--- config.mk ---
export PLATFORM = sky130hd
export DESIGN_NAME = ad_frame_packer
export DESIGN_NICKNAME = d
export VERILOG_FILES = /design/src/rtl/ad_frame_pkg.sv /design/src/rtl/frame_csum.sv /design/src/rtl/ad_frame_packer.sv
export SDC_FILE = /design/constraint.sdc
export NUM_CORES = 1
export LEC_CHECK = 0
export CORE_MARGIN = 4
export CORE_UTILIZATION = 57
export CTS_CLUSTER_DIAMETER = 200
export DETAILED_ROUTE_END_ITERATION = 7
export PLACE_DENSITY = 0.91
export SYNTH_ARGS = -nofsm -noshare
export SYNTH_HDL_FRONTEND = slang
export SYNTH_SLANG_ARGS = --single-unit
--- constraint.sdc ---
create_clock -name i_clk_sys -period 4.9 [get_ports i_clk_sys]
set_input_delay 0.49 -clock i_clk_sys [delete_from_list [all_inputs] [get_ports i_clk_sys]]
set_output_delay 0.49 -clock i_clk_sys [all_outputs]
set_load 0.005 [all_outputs]
--- src/rtl/ad_frame_pkg.sv ---
// Shared types and constants for the AD frame packer.
// Optional trailing checksum word is enabled by defining AD_FRAME_CHECKSUM_EN.
package ad_frame_pkg;

  typedef enum logic [2:0] {
    IDLE,
    HDR_SYNC,
    HDR_CNT,
    HDR_LEN,
    PAYLOAD,
    CSUM
  } state_t;

  localparam logic [15:0] SYNC_DEFAULT = 16'hAA55;
  localparam int          HDR_WORDS    = 3;

  // Total words written downstream for one frame of len payload words.
  function automatic int frame_words(input int len);
`ifdef AD_FRAME_CHECKSUM_EN
    return len + HDR_WORDS + 1;
`else
    return len + HDR_WORDS;
`endif
  endfunction

endpackage

--- src/rtl/frame_csum.sv ---
// 16-bit wrapping sum of payload words; clr has priority over add_en.
module frame_csum (
  input  logic        clk,
  input  logic        rst,
  input  logic        clr,
  input  logic        add_en,
  input  logic [15:0] din,
  output logic [15:0] sum
);

  always_ff @(posedge clk or posedge rst) begin
    if (rst)         sum <= '0;
    else if (clr)    sum <= '0;
    else if (add_en) sum <= sum + din;
  end

endmodule

--- src/rtl/ad_frame_packer.sv ---
// Packs AD FIFO words into SYNC/CNT/LEN/payload[/CSUM] frames for a USB FIFO.
// Define AD_FRAME_CHECKSUM_EN to append the payload checksum word.
module ad_frame_packer
  import ad_frame_pkg::*;
#(
  parameter logic [15:0] SYNC_WORD = SYNC_DEFAULT
) (
  input  logic        i_clk_sys,
  input  logic        i_rst,
  input  logic        i_st,
  input  logic [15:0] i_recv_count,
  input  logic [15:0] i_data,
  input  logic        i_data_valid,
  output logic        o_rd,
  output logic        o_wr,
  output logic [15:0] o_wr_data,
  input  logic        i_full,
  output logic        o_busy,
  output logic [15:0] o_frame_cnt,
  output logic        o_overrun
);

  state_t      state, state_nx;
  logic [15:0] len, pcnt;
  logic        start, last, wr_nx;
  logic [15:0] wdata_nx;

`ifdef AD_FRAME_CHECKSUM_EN
  logic [15:0] csum_sum;

  frame_csum u_csum (
    .clk    (i_clk_sys),
    .rst    (i_rst),
    .clr    (start),
    .add_en (o_rd),
    .din    (i_data),
    .sum    (csum_sum)
  );
`endif

  assign o_busy    = (state != IDLE);
  assign o_overrun = i_st && o_busy;

  always_comb begin
    state_nx = state;
    wr_nx    = 1'b0;
    wdata_nx = '0;
    o_rd     = 1'b0;
    start    = 1'b0;
    last     = 1'b0;
    unique case (state)
      IDLE: if (i_st) begin
        start    = 1'b1;
        state_nx = HDR_SYNC;
      end
      HDR_SYNC: if (!i_full) begin
        wr_nx    = 1'b1;
        wdata_nx = SYNC_WORD;
        state_nx = HDR_CNT;
      end
      HDR_CNT: if (!i_full) begin
        wr_nx    = 1'b1;
        wdata_nx = o_frame_cnt;
        state_nx = HDR_LEN;
      end
      HDR_LEN: if (!i_full) begin
        wr_nx    = 1'b1;
        wdata_nx = len;
        if (len != '0) state_nx = PAYLOAD;
        else begin
`ifdef AD_FRAME_CHECKSUM_EN
          state_nx = CSUM;
`else
          state_nx = IDLE;
          last     = 1'b1;
`endif
        end
      end
      // Pop only when a word can actually be forwarded this cycle.
      PAYLOAD: if (i_data_valid && !i_full) begin
        o_rd     = 1'b1;
        wr_nx    = 1'b1;
        wdata_nx = i_data;
        if (pcnt == len - 16'd1) begin
`ifdef AD_FRAME_CHECKSUM_EN
          state_nx = CSUM;
`else
          state_nx = IDLE;
          last     = 1'b1;
`endif
        end
      end
      CSUM: begin
`ifdef AD_FRAME_CHECKSUM_EN
        if (!i_full) begin
          wr_nx    = 1'b1;
          wdata_nx = csum_sum;
          state_nx = IDLE;
          last     = 1'b1;
        end
`else
        state_nx = IDLE;
`endif
      end
      default: state_nx = IDLE;
    endcase
  end

  always_ff @(posedge i_clk_sys or posedge i_rst) begin
    if (i_rst) begin
      state       <= IDLE;
      len         <= '0;
      pcnt        <= '0;
      o_wr        <= 1'b0;
      o_wr_data   <= '0;
      o_frame_cnt <= '0;
    end else begin
      state     <= state_nx;
      o_wr      <= wr_nx;
      o_wr_data <= wdata_nx;
      if (start) begin
        len  <= i_recv_count;
        pcnt <= '0;
      end else if (o_rd) begin
        pcnt <= pcnt + 16'd1;
      end
      if (last) o_frame_cnt <= o_frame_cnt + 16'd1;
    end
  end

endmodule

## After elaboration in Yosys (flattened, before gate mapping)

Cells that the tools add are included.

| storage, ports and cells | value |
|---|---|
| register bits | 68 |
| latch bits | 0 |
| bits in writable memories | 0 |
| ROM bits | 0 |
| input port bits | 37 |
| output and inout bits | 36 |
| word-level logic and storage cells | 55 |
| memories kept | 0 |

| operators by class | value |
|---|---|
| add/subtract/negate cells | 3 |
| $mul | 0 |
| divide/modulo/power cells | 0 |
| order comparisons | 0 |
| equal/unequal tests | 11 |
| shift operators | 0 |
| mux-type cells | 26 |
| bitwise gates (word level) | 0 |
| reduce and logical (&&, ||, !) cells | 9 |

Operators by type and width:

| operator | count |
|---|---|
| 16-bit two-way mux | 6 |
| 16-bit case mux with 4 select lines | 1 |
| 16-bit by 1-bit adder with 16-bit output (second input constant) | 2 |
| 3-bit two-way mux | 7 |
| 16-bit equality test | 1 |
| 16-bit nonzero test | 1 |
| 16-bit by 1-bit subtractor with 16-bit output (second input constant) | 1 |
| 3-bit case mux with 5 select lines | 1 |
| 2-bit inequality test (second input constant) | 6 |
| 1-bit two-way mux | 9 |
| 3-bit by 2-bit equality test with 1-bit output (second input constant) | 2 |
| 6-bit AND reduction | 1 |
| 1-bit case mux with 2 select lines | 2 |
| 3-bit by 1-bit equality test with 1-bit output (second input constant) | 1 |
| 3-bit equality test (second input constant) | 1 |
| 3-bit zero test | 1 |
| 3-bit nonzero test | 1 |
| 3-bit OR reduction | 1 |
| 1-bit logical AND | 2 |
| 2-bit nonzero test | 1 |
| 1-bit zero test | 1 |

## Longest topological paths before layout

| depth | value |
|---|---|
| depth in word-level cells | 6 |
| depth in mapped cells | 13 |
| gate-level depth less buffers | 9 |

## Worst setup path after synthesis

Ideal clock, no wire load.

| timing path | value |
|---|---|
| path kind | flip-flop to flip-flop |
| start | register len[3] |
| end | register o_frame_cnt[13] |
| library setup time | 0.069 ns |
| data arrival time | 2.622 ns |
| data required time | 4.831 ns |
| slack | 2.209 ns |
| cell stages (with the launch flop) | 10 |
| buffers on the path | 2 |
| clock period less this slack | 2.691 ns |
| cells stage by stage | dfrtp_1 buf_6 nor4_4 nand4_1 or4b_1 a311oi_1 nand4_1 buf_4 or4_1 nand3_1 |

| between the ends | value |
|---|---|
| cells in the longest elaborated chain, start to end | 5 |
| elaborated cells on any way between the ends | 8 |
| classes of those cells | add/sub: 1; eq/ne: 1; mux: 5; reduce/logical: 1 |

RTL lines:

| item | RTL line | text |
|---|---|---|
| from (decl) | ad_frame_packer.sv:24 | `logic [15:0] len, pcnt;` |
| from (signal assigned) | ad_frame_packer.sv:122 | `len <= i_recv_count;` |
| 16-bit by 1-bit subtractor with 16-bit output | ad_frame_packer.sv:84 | `if (pcnt == len - 16'd1) begin` |
| 16-bit equality test | ad_frame_packer.sv:84 |  |
| 1-bit two-way mux | ad_frame_packer.sv:84 |  |
| 1-bit two-way mux | ad_frame_packer.sv:80 | `PAYLOAD: if (i_data_valid && !i_full) begin` |
| 1-bit case mux with 2 select lines (*) | ad_frame_packer.sv:51 | `unique case (state)` |
| to (signal assigned) | ad_frame_packer.sv:127 | `if (last) o_frame_cnt <= o_frame_cnt + 16'd1;` |
| to (decl) | ad_frame_packer.sv:19 | `output logic [15:0] o_frame_cnt,` |

Every way passes the cells marked *; elsewhere a longest branch is shown, timed or not.
A chain may end at the register's enable or synchronous reset.

## Worst setup path after layout

| timing path | value |
|---|---|
| start | register len[0] |
| end | register o_frame_cnt[15] |

Same word-level chain as after synthesis.

==> results.yml <==
outcome:
  status: "completed"
min_path:
  hold_path.class: "reg -> reg"
cts:
  postCtsSetupBuffers: 0
  cts_resized: 0
  clk_pin_slew_worst_paths_ns: 0.07
  cts_hold_buf: 0
  numCtsBuffers: 9
  clock-root-buffer: "clkbuf_8"
  cts_max_path_buffers: 2
  htreeDepth: 3
  cts.sinks: 68
  insertion_delay_ns: 0.35
  cts_tree: "built"
critical_path:
  crit_fanout: 20
  worstSetupPathType: "reg -> reg"
  cp_top_family: "simple AND/OR/NAND/NOR gates"
  critical_path_arrival_ns: 3.41
  max_stage_delay_ns: 0.57
  path_buf_inv: 2
  crit_path_start_kind: "flop"
  cp_slowest_cell: "dfrtp_1"
  cp_cell_sequence: "inv_1 -> ha_1 -> xnor2_1 -> nor3b_1 -> o211ai_1 -> a2111oi_4 -> nand4_1 -> buf_4 -> or4_1 -> nand3_1"
  critPathRequiredTime_ns: 5.19
  critPathCaptureType: "flop"
power_and_ir_drop:
  combPwrFrac: 0.349
  finalPower_mw: 2.20
  sequentialPowerShare: 0.428
  p_switching_mw: 0.823
  swShare: 0.374
  vdd_drop_max_mv: 0.310
  p_int_mw: 1.38
  p_clk_frac: 0.223
  leakage_nw: 2.10
  pwr_density_cell_mw_per_mm2: 441
floorplan:
  core_mm2: 0.00683
  die_w_um: 92.0
  io-pin-count: 73
  dieArea_mm2: 0.00846
  start_util: 0.588
  die_h_um: 92.0
  num_rows: 30
logic_synthesis:
  ys_top_cells_by_area: "dfrtp_1 42%, nand2_1 5.3%, mux2_2 4.5%"
  async_flop_share: 1.00
  synth_cells: 441
  synth_seq_area_share: 0.424
  synth_top_area_frac: 0.424
  syn_nets: 481
  syn_area_mm2: 0.00402
  synth_cell_types: 54
  avgSynthCellArea_um2: 9.11
  ys.flop_type: "dfrtp_1"
  synth_top_cell_by_area: "dfrtp_1"
  ys_ff_latch: 68
  synth_edf_count: 0
  ys_warn_count: 0
cells_and_area:
  final_nets: 542
  fill_cells: 532
  synthToLayoutAreaGrowth_pct: 24.3
  layout-drive-gt1-share: 0.0888
  final_common_cell: "clkdlybuf4s50_1"
  final_cell_mix: "72 x clkdlybuf4s50_1, 68 x dfrtp_1, 57 x nand2_1, 40 x nor2_1, 23 x nand3_1"
  final_cells: 603
  n_antenna_cell: 0
  design_area_mm2: 0.00499
place:
  port-buffer-count: 72
  post-dp-hpwl_um: 7630
  place_inst: 587
  placed_area_mm2: 0.00478
  gp_congestion: 0.884
timing:
  final_hold_viol_count: 0
  timing.fmax_mhz: 320
  slew_headroom: 0.221
  fin_tns_setup_ns: 0
  setup_viol: 0
  period_needed_ns: 3.12
  rsz0062_at_grt: "false"
  tightest_slew_ns: 1.17
  drv_slew: 0
  skew_ns: 0.0102
  period_share: 0.637
routing:
  avgRoutedWirePerCell_um: 17.6
  dr_wl_met2_um: 5100
  avgViaCountPerCell: 6.06
  route.detailed.drc: 0
  top_layer: "met4"
  postRouteAntennaNets: 0
  firstDrtPassIters: 4
  drt-initial-drc-count: 281
  wirelength_met1_um: 4520
  wl_met3_um: 725
  vias: 3652
  totalWireLength_um: 10600
global_routing:
  first_global_vias: 3514
  grt_usage: 0.258
  grt_pass1_wl_um: 17400
  grt_remaining_overflow: 0
  antenna_found_initial: 0
  grt_max_degree: 69
run:
  maxCapViolations: 0
==> through the flow <==
step | util | setup WS (ns) | hold slack, ns
after floorplan | - | 2.21 | 0.540
after global placement | 0.700 | 1.82 | 0.559
after detailed placement | 0.700 | 1.83 | 0.584
after CTS | 0.731 | 1.82 | 0.591
after global routing | 0.731 | 1.54 | 0.614
final | 0.731 | 1.78 | 0.598
==> synth_stat cells (2+ instances only) <==
cell and instances:
nand4b_1 2, mux2i_1 10, nand4_1 8, ha_1 3, a21boi_0 2, o211ai_1 5
nand3b_1 6, a21oi_1 16, nor2b_1 3, a311o_1 2, and2_1 7, and3_1 4
buf_1 2, and4_1 3, nor4_4 2, nand2_1 57, o21ai_0 15, mux2_2 16
nor2_1 41, or4_1 6, clkbuf_1 20, dfrtp_1 68, nand3_1 23, a22oi_1 8
nand2b_1 2, a211oi_1 3, nor4_1 7, xnor2_1 18, inv_1 12, nor3_1 13
nor3b_1 2, a31oi_1 3, xor2_1 17, or3_1 7, buf_4 2, o31ai_1 8
==> sequential cells by signal, summed over array words and instances (netlist names) <==
| name | count |
|---|---|
| state | 3 |
| o_wr | 1 |
| o_frame_cnt | 16 |
| len | 16 |
| o_wr_data | 16 |
| pcnt | 16 |
==> worst register-to-register path: stages (launching register included) <==
cell and delay [ns]:
dfrtp_1 0.57, inv_1 0.11, ha_1 0.32, xnor2_1 0.15, nor3b_1 0.31, o211ai_1 0.22, a2111oi_4 0.38, nand4_1 0.14
buf_4 0.24, or4_1 0.54, nand3_1 0.08
==> metal layers <==
metal | track usage | vias up
met5 | 0 | -
met4 | 0.110 | 0
met3 | 0.0484 | 24
met2 | 0.415 | 163
met1 | 0.341 | 1779
li1 | - | 1686
==> power by group through the flow <==
| stage | clock network [mW] | logic [mW] | registers [mW] |
|---|---|---|---|
| finish | 0.492 | 0.769 | 0.942 |
| global route | 0.520 | 0.846 | 0.962 |
| CTS | 0.501 | 0.771 | 0.933 |
| detailed placement | 0 | 0.765 | 0.945 |
| global placement | 0 | 0.740 | 0.937 |
| floorplan | 0 | 0.592 | 0.805 |
==> layout make-up <==
| type | count | area, µm² | share of cell area |
|---|---|---|---|
| inverters | 12 | 45.0 | 0.00902 |
| repair buffers | 77 | 758 | 0.152 |
| multi-input cells | 334 | 2150 | 0.432 |
| clock inverters | 3 | 43.8 | 0.00877 |
| well taps | 96 | 120 | 0.0241 |
| clock buffers | 13 | 169 | 0.0338 |
| flip-flops and latches | 68 | 1700 | 0.341 |
==> logic make-up (layout without fill, tap and decap cells) <==
family | after synthesis | after routing | share of synthesized area
compound gates | 68 | 68 | 0.116
xor+xnor | 35 | 35 | 0.0763
fa+ha+maj | 3 | 3 | 0.00934
buf+inv | 39 | 105 | 0.0408
flops | 68 | 68 | 0.424
mux | 26 | 26 | 0.0698
simple gates | 202 | 202 | 0.264
==> path summary, 6_finish.rpt <==
kind | start | endpoint | slack (ns) | depth (start not counted)
max reg2reg | len[0]$_DFFE_PP0P_ | o_frame_cnt[15]$_DFFE_PP0P_ | 1.78 | 10
max | len[0]$_DFFE_PP0P_ | o_frame_cnt[15]$_DFFE_PP0P_ | 1.78 | 10
min in group asynchronous | i_rst | len[13]$_DFFE_PP0P_ | 0.71 | 3
min | pcnt[15]$_DFFE_PP0P_ | pcnt[15]$_DFFE_PP0P_ | 0.60 | 2
max in group asynchronous | i_rst | len[6]$_DFFE_PP0P_ | 3.64 | 3
min reg2reg | pcnt[15]$_DFFE_PP0P_ | pcnt[15]$_DFFE_PP0P_ | 0.60 | 2
Note: power is estimated with default switching activity, not from simulation.
==> RTL edit 1 (same settings) <==
Encoding of `state_t`: now Gray code (3 bits for 6 states).
--- a/src/rtl/ad_frame_pkg.sv
+++ b/src/rtl/ad_frame_pkg.sv
@@ -3,12 +3,12 @@
 package ad_frame_pkg;
 
   typedef enum logic [2:0] {
-    IDLE,
-    HDR_SYNC,
-    HDR_CNT,
-    HDR_LEN,
-    PAYLOAD,
-    CSUM
+    IDLE     = 3'b000,
+    HDR_SYNC = 3'b001,
+    HDR_CNT  = 3'b011,
+    HDR_LEN  = 3'b010,
+    PAYLOAD  = 3'b110,
+    CSUM     = 3'b111
   } state_t;
 
   localparam logic [15:0] SYNC_DEFAULT = 16'hAA55;
Behaviour: no difference found for any inputs over 10 cycles, from zero or initial values and one cycle with i_rst high; not proved beyond that.
==> RTL edit 1 against the unedited design <==
  * Sequential cell count unchanged
  * Synthesized area decreased by 8.0%
  * Routed wire length decreased by 8.6%
  * Clock power decreased by 4%
  * Count of clock-buffer cells in the layout decreased by 4
  * Worst setup slack got worse by 0.30 ns
  * Via count decreased by 13%
  * Power increased by 0.24%
  * Sequential power decreased by 1%
  * First-iteration DRC count decreased by 10%
  * Die area decreased by 7.3%
  * Worst hold slack got worse by 0.076 ns
  * Final area decreased by 7.1%
==> RTL edit 1: results (changes against the unedited design) <==
| Metric | Value |
|---|---|
| Maximum number of pins on one net before global-route repair | 43 (-38%) |
| Pre-CTS setup slack | 1.59 ns (-0.243 ns) |
| Worst rel slew slack | 35.4% (+13 points) |
| Number of nets at the end of the flow | 479 (-12%) |
| First-pass detailed-route iteration total | 5 (+1) |
| Combined global-route utilization of all metal layers | 25.8% (-0.039 points) |
| Number of global-route vias before repair | 3,192 (-9.2%) |
| Routed length per instance | 18.7 µm (+6.0%) |
| Number of DRC markers in iteration 0 | 253 (-10%) |
| Class of the tightest hold or removal check | primary input to asynchronous set/reset pin |
| Arrival time at the worst endpoint | 2.93 ns (-0.48 ns) |
| RR Endpoint | o_frame_cnt[1]$_DFFE_PP0P_ |
| Worst r2r src | len[0]$_DFFE_PP0P_ |
| Global-route wire length before repair | 15,300 µm (-12%) |
| Maximum VDD drop | 0.321 mV (+3.5%) |
| Seq/Total Area, Yosys | 46.0% (+3.7 points) |
| Final RePlAce weighted congestion | 0.949 (+7.4%) |
| Clock Skews | 0.0134 ns (+0.00316 ns) |
| Top cells by area in the synthesized netlist | sky130_fd_sc_hd__dfrtp_1 (46%), sky130_fd_sc_hd__xnor2_1 (6.9%), sky130_fd_sc_hd__xor2_1 (5.2%) |
| Worst setup slack for register-to-register paths | 1.54 ns (-0.24 ns) |
| Clock slew seen by the registers of the worst setup and hold paths | 0.08 ns |
| Crit-path max FO | 25 (+25%) |
| Ratio of cells with drive above 1 in the final layout | 10.2% (+1.3 points) |
| Synthesized netlist net count | 415 (-14%) |
| Number of fillers in the final layout | 461 (-13%) |
| Total leakage power | 1.99 nW (-5.2%) |
| Avg Vias per Cell | 6.11 (+0.94%) |
| HPWL after detailed placement | 7230 µm (-5.3%) |
| Reg2Reg Depth | 9 (-1) |
| Synth unique cells | 52 (-3.7%) |
| Most instantiated cells after synthesis | sky130_fd_sc_hd__dfrtp_1 (68), sky130_fd_sc_hd__nor2_1 (36), sky130_fd_sc_hd__nand2_1 (31) |
| Result of the run | complete, no violations |
==> RTL edit 1: cell count changes in the layout (fill, tap and decap cells not counted), sizes merged, moves of 7 or more <==
cell	unedited run	this run
nand2	57	31
xnor2	18	29
nor3	14	4
and3	4	13
a22oi	8	0
nand3	24	17
nand4	8	15
==> RTL edit 1: final cells by class <==
cell class,count,area share [%]
repair buffers,75,16.0
clock inverters,7,1.65
inverters,8,0.648
flip-flops and latches,68,36.7
clock buffers,9,2.67
multi-input cells,276,40.2
well taps,77,2.08
==> RTL edit 1: cells by family (layout without fill, tap and decap cells) <==
logic type / Yosys count / count (layout) / share of synthesized area (%)
simple gates: 147 / 147 / 21.3
buf+inv: 30 / 99 / 3.59
compound gates: 51 / 51 / 8.97
mux: 23 / 23 / 6.70
fa+ha+maj: 4 / 4 / 1.35
xor+xnor: 51 / 51 / 12.1
flops: 68 / 68 / 46.0
==> RTL edit 1: stage by stage <==
| step | cells | hold WS (ns) | cell area [µm²] |
|---|---|---|---|
| floorplan | 374 | 0.489 | 3700 |
| global placement | 504 | 0.514 | 4440 |
| detailed placement | 504 | 0.517 | 4440 |
| CTS | 520 | 0.528 | 4640 |
| global route | 520 | 0.565 | 4640 |
| finish | 520 | 0.522 | 4640 |
==> RTL edit 1: how the worst max path moves through the flow <==
stage	start	endpoint	slack (ns)
2_1_floorplan	len[0]$_DFFE_PP0P_	o_frame_cnt[9]$_DFFE_PP0P_	2.03
3_3_place_gp	i_full	pcnt[15]$_DFFE_PP0P_	1.67
3_5_place_dp	i_full	pcnt[15]$_DFFE_PP0P_	1.59
4_1_cts	state[0]$_DFFE_PP0P_	o_rd	1.52
5_1_grt	len[0]$_DFFE_PP0P_	o_frame_cnt[9]$_DFFE_PP0P_	1.33
6_report	state[0]$_DFFE_PP0P_	o_rd	1.48
==> RTL edit 1: worst max-delay path, cell delays in order, from the launching register on <==
cell	delay, ns
sky130_fd_sc_hd__dfrtp_1	0.73
sky130_fd_sc_hd__nor2b_1	0.35
sky130_fd_sc_hd__and3_1	0.85
sky130_fd_sc_hd__clkdlybuf4s50_1	0.66
==> RTL edit 1: power breakdown <==
group	switching, mW	internal, mW
Sequential	0.237	0.692
Combinational	0.379	0.426
Clock	0.236	0.238
==> RTL edit 1: per-layer routing <==
layer	global-route usage [%]	part of all wire [%]	vias to the layer above
met2	45.1	51	159
met5	0	0	-
met1	30.7	38	1538
met3	4.38	7.6	39
met4	12.5	3.4	0
li1	-	-	1443
==> RTL edit 2 (same flow settings) <==
Without the edit above. Build with the macro `AD_FRAME_CHECKSUM_EN` defined.
--- a/src/rtl/ad_frame_pkg.sv
+++ b/src/rtl/ad_frame_pkg.sv
@@ -1,5 +1,7 @@
 // Shared types and constants for the AD frame packer.
 // Optional trailing checksum word is enabled by defining AD_FRAME_CHECKSUM_EN.
+`define AD_FRAME_CHECKSUM_EN
+
 package ad_frame_pkg;
 
   typedef enum logic [2:0] {
Formal check against the unedited RTL: not equivalent (a bounded check fails within 10 cycles, from zero or initial values and one cycle with i_rst high).
==> RTL edit 2 against the unedited design <==
  * Synthesized area is 22% higher
  * First-iteration DRC count is 29% higher
  * Power is 28% higher
  * Sequential cell count is 16 higher
  * Worst hold slack worse by 0.070 ns
  * Final area is 18% higher
  * Critical endpoint is now o_rd
  * Routed wire length is 18% higher
  * Count of clock-buffer cells in the layout is 2 lower
  * Worst setup slack worse by 0.30 ns
==> RTL edit 2: results (changes against the unedited design) <==
| Metric | Value |
|---|---|
| Pre-CTS setup slack | 1.66 ns (-0.179 ns) |
| Synthesized netlist net count | 561 (+17%) |
| Global-route wire length before repair | 20,200 µm (+16%) |
| Total leakage power | 2.56 nW (+22%) |
| Worst rel slew slack | 28.8% (+6.7 points) |
| DP Area | 0.00571 mm² (+20%) |
| Combined global-route utilization of all metal layers | 25.4% (-0.45 points) |
| Most instantiated cells after synthesis | sky130_fd_sc_hd__dfrtp_1 (84), sky130_fd_sc_hd__nor2_1 (57), sky130_fd_sc_hd__nand2_1 (52) |
| Sum of routed wire length over all layers | 12,500 µm (+18%) |
| Global-route track usage on met2 | 41.0% (-0.53 points) |
| Number of DRC markers in iteration 0 | 362 (+29%) |
| Clock latency on the worst-skew pair | 0.35 ns (about the same) |
| Initial antenna violation count | 0 (unchanged) |
| Met1 Track Usage GR | 33.9% (-0.21 points) |
| Post-CTS Setup Bufs | 0 (unchanged) |
| Multiplexer share of the synthesized area | 6.68% (-0.30 points) |
| Ratio of cells with drive above 1 in the final layout | 8.48% (-0.40 points) |
| Result of the run | complete, no violations |
| PortBufs | 72 (unchanged) |
| Fraction of synthesis flops using an asynchronous set or reset pin | 100% (unchanged) |
| Final RePlAce weighted congestion | 0.893 (+1.1%) |
| Critical path's largest stage delay | 0.78 ns (+0.21 ns) |
| Number of nets at the end of the flow | 630 (+16%) |
| Crit-path max FO | 24 (+20%) |
| Class of the tightest hold or removal check | register to register |
| Ys Warns | 0 (unchanged) |
| Arrival time at the worst endpoint | 2.93 ns (-0.48 ns) |
| Seq/Total Area, Yosys | 42.8% (+0.47 points) |
| Clock Skews | 0.0101 ns (-0.000105 ns) |
| Antenna diodes | 0 (unchanged) |
| Post-Synth XOR/XNOR Area | 10.3% (+2.7 points) |
| Maximum VDD drop | 0.260 mV (-16%) |
| Total CTS buffers | 9 (unchanged) |
| Adder-cell area share of the yosys netlist | 5.25% (+4.3 points) |
| Total number of vias | 4,180 (+14%) |
| Synth unique cells | 61 (+13%) |
| Delay-heaviest family, CP | buffers and inverters |
| First-pass detailed-route iteration total | 5 (+1) |
| Highest-delay cell along the critical path | sky130_fd_sc_hd__dfrtp_1 |
| Met3 routing resource usage after global routing | 3.74% (-1.1 points) |
| Number of endpoints failing setup at the final stage | 0 (unchanged) |
| HPWL after detailed placement | 9210 µm (+21%) |
| Top cells by area in the synthesized netlist | sky130_fd_sc_hd__dfrtp_1 (43%), sky130_fd_sc_hd__xnor2_1 (5.2%), sky130_fd_sc_hd__xor2_1 (5.2%) |
| EDFF count, synth | 0 (unchanged) |
| Fraction of the mapped netlist area in compound gates | 13.7% (+2.1 points) |
| Level count of the clock H-tree | 3 (unchanged) |
| Post-CTS resize count | 0 (unchanged) |
| Buffers from clock root to sink, at most | 2 (unchanged) |
| Maximum number of pins on one net before global-route repair | 52 (-25%) |
==> RTL edit 2: changes by cell type after synthesis, sizes merged, moves of 8 or more <==
cell / unedited run / this run
xnor2: 18 / 29
a221oi: 0 / 9
ha: 3 / 19
a22oi: 8 / 0
dfrtp: 68 / 84
nor2: 41 / 60
o21ai: 15 / 33
xor2: 17 / 29
clkbuf: 21 / 11
nand3: 24 / 12
==> RTL edit 2: worst paths after layout <==
check                                         endpoint  cells past startpoint  slack [ns]                   startpoint
setup / recovery                                  o_rd                      4        1.48         state[0]$_DFFE_PP0P_
min in group asynchronous       o_wr_data[3]$_DFF_PP0_                      2        0.62                        i_rst
hold reg to reg            o_frame_cnt[15]$_DFFE_PP0P_                      1        0.53  o_frame_cnt[15]$_DFFE_PP0P_
max in group asynchronous   o_frame_cnt[2]$_DFFE_PP0P_                      3        3.31                        i_rst
hold / removal             o_frame_cnt[15]$_DFFE_PP0P_                      1        0.53  o_frame_cnt[15]$_DFFE_PP0P_
setup reg to reg           o_frame_cnt[15]$_DFFE_PP0P_                      7        1.60         state[0]$_DFFE_PP0P_
==> RTL edit 2: per-layer routing <==
metal	vias to the layer above	wire [µm]
li1	1926	-
met1	2034	5260
met2	187	6160
met3	33	758
met4	0	318
met5	-	0
==> RTL edit 2: layout make-up <==
type | instances | area [µm²]
clock buffer | 11 | 131
clock inverter | 5 | 52.6
fill | 607 | 2400
inverter | 16 | 61.3
multi-input combinational | 387 | 2680
sequential | 84 | 2100
tap | 105 | 131
timing repair buffer | 75 | 743
==> RTL edit 2: cell families (layout without fill, tap and decap cells) <==
family	after synthesis	after routing
buffers and inverters	33	107
muxes	31	31
and+or+nand+nor	182	182
DFF	84	84
xor gates and xnor gates	58	58
adders and majority gates	20	20
AOI/OAI and AO/OA	96	96
==> RTL edit 2: per-stage QoR <==
stage / power [mW] / hold slack (ns) / cells
after detailed placement: 2.33 / 0.505 / 667
after CTS: 2.81 / 0.519 / 683
after floorplan: 1.92 / 0.475 / 504
final: 2.82 / 0.527 / 683
after global routing: 2.99 / 0.545 / 683
after global placement: 2.26 / 0.497 / 667
==> RTL edit 2: power by group <==
group	switching, mW	internal (mW)	leakage (nW)	total, mW
sequential	0.290	0.876	1.12	1.17
clock	0.249	0.234	0.0931	0.483
combinational	0.577	0.593	1.36	1.17
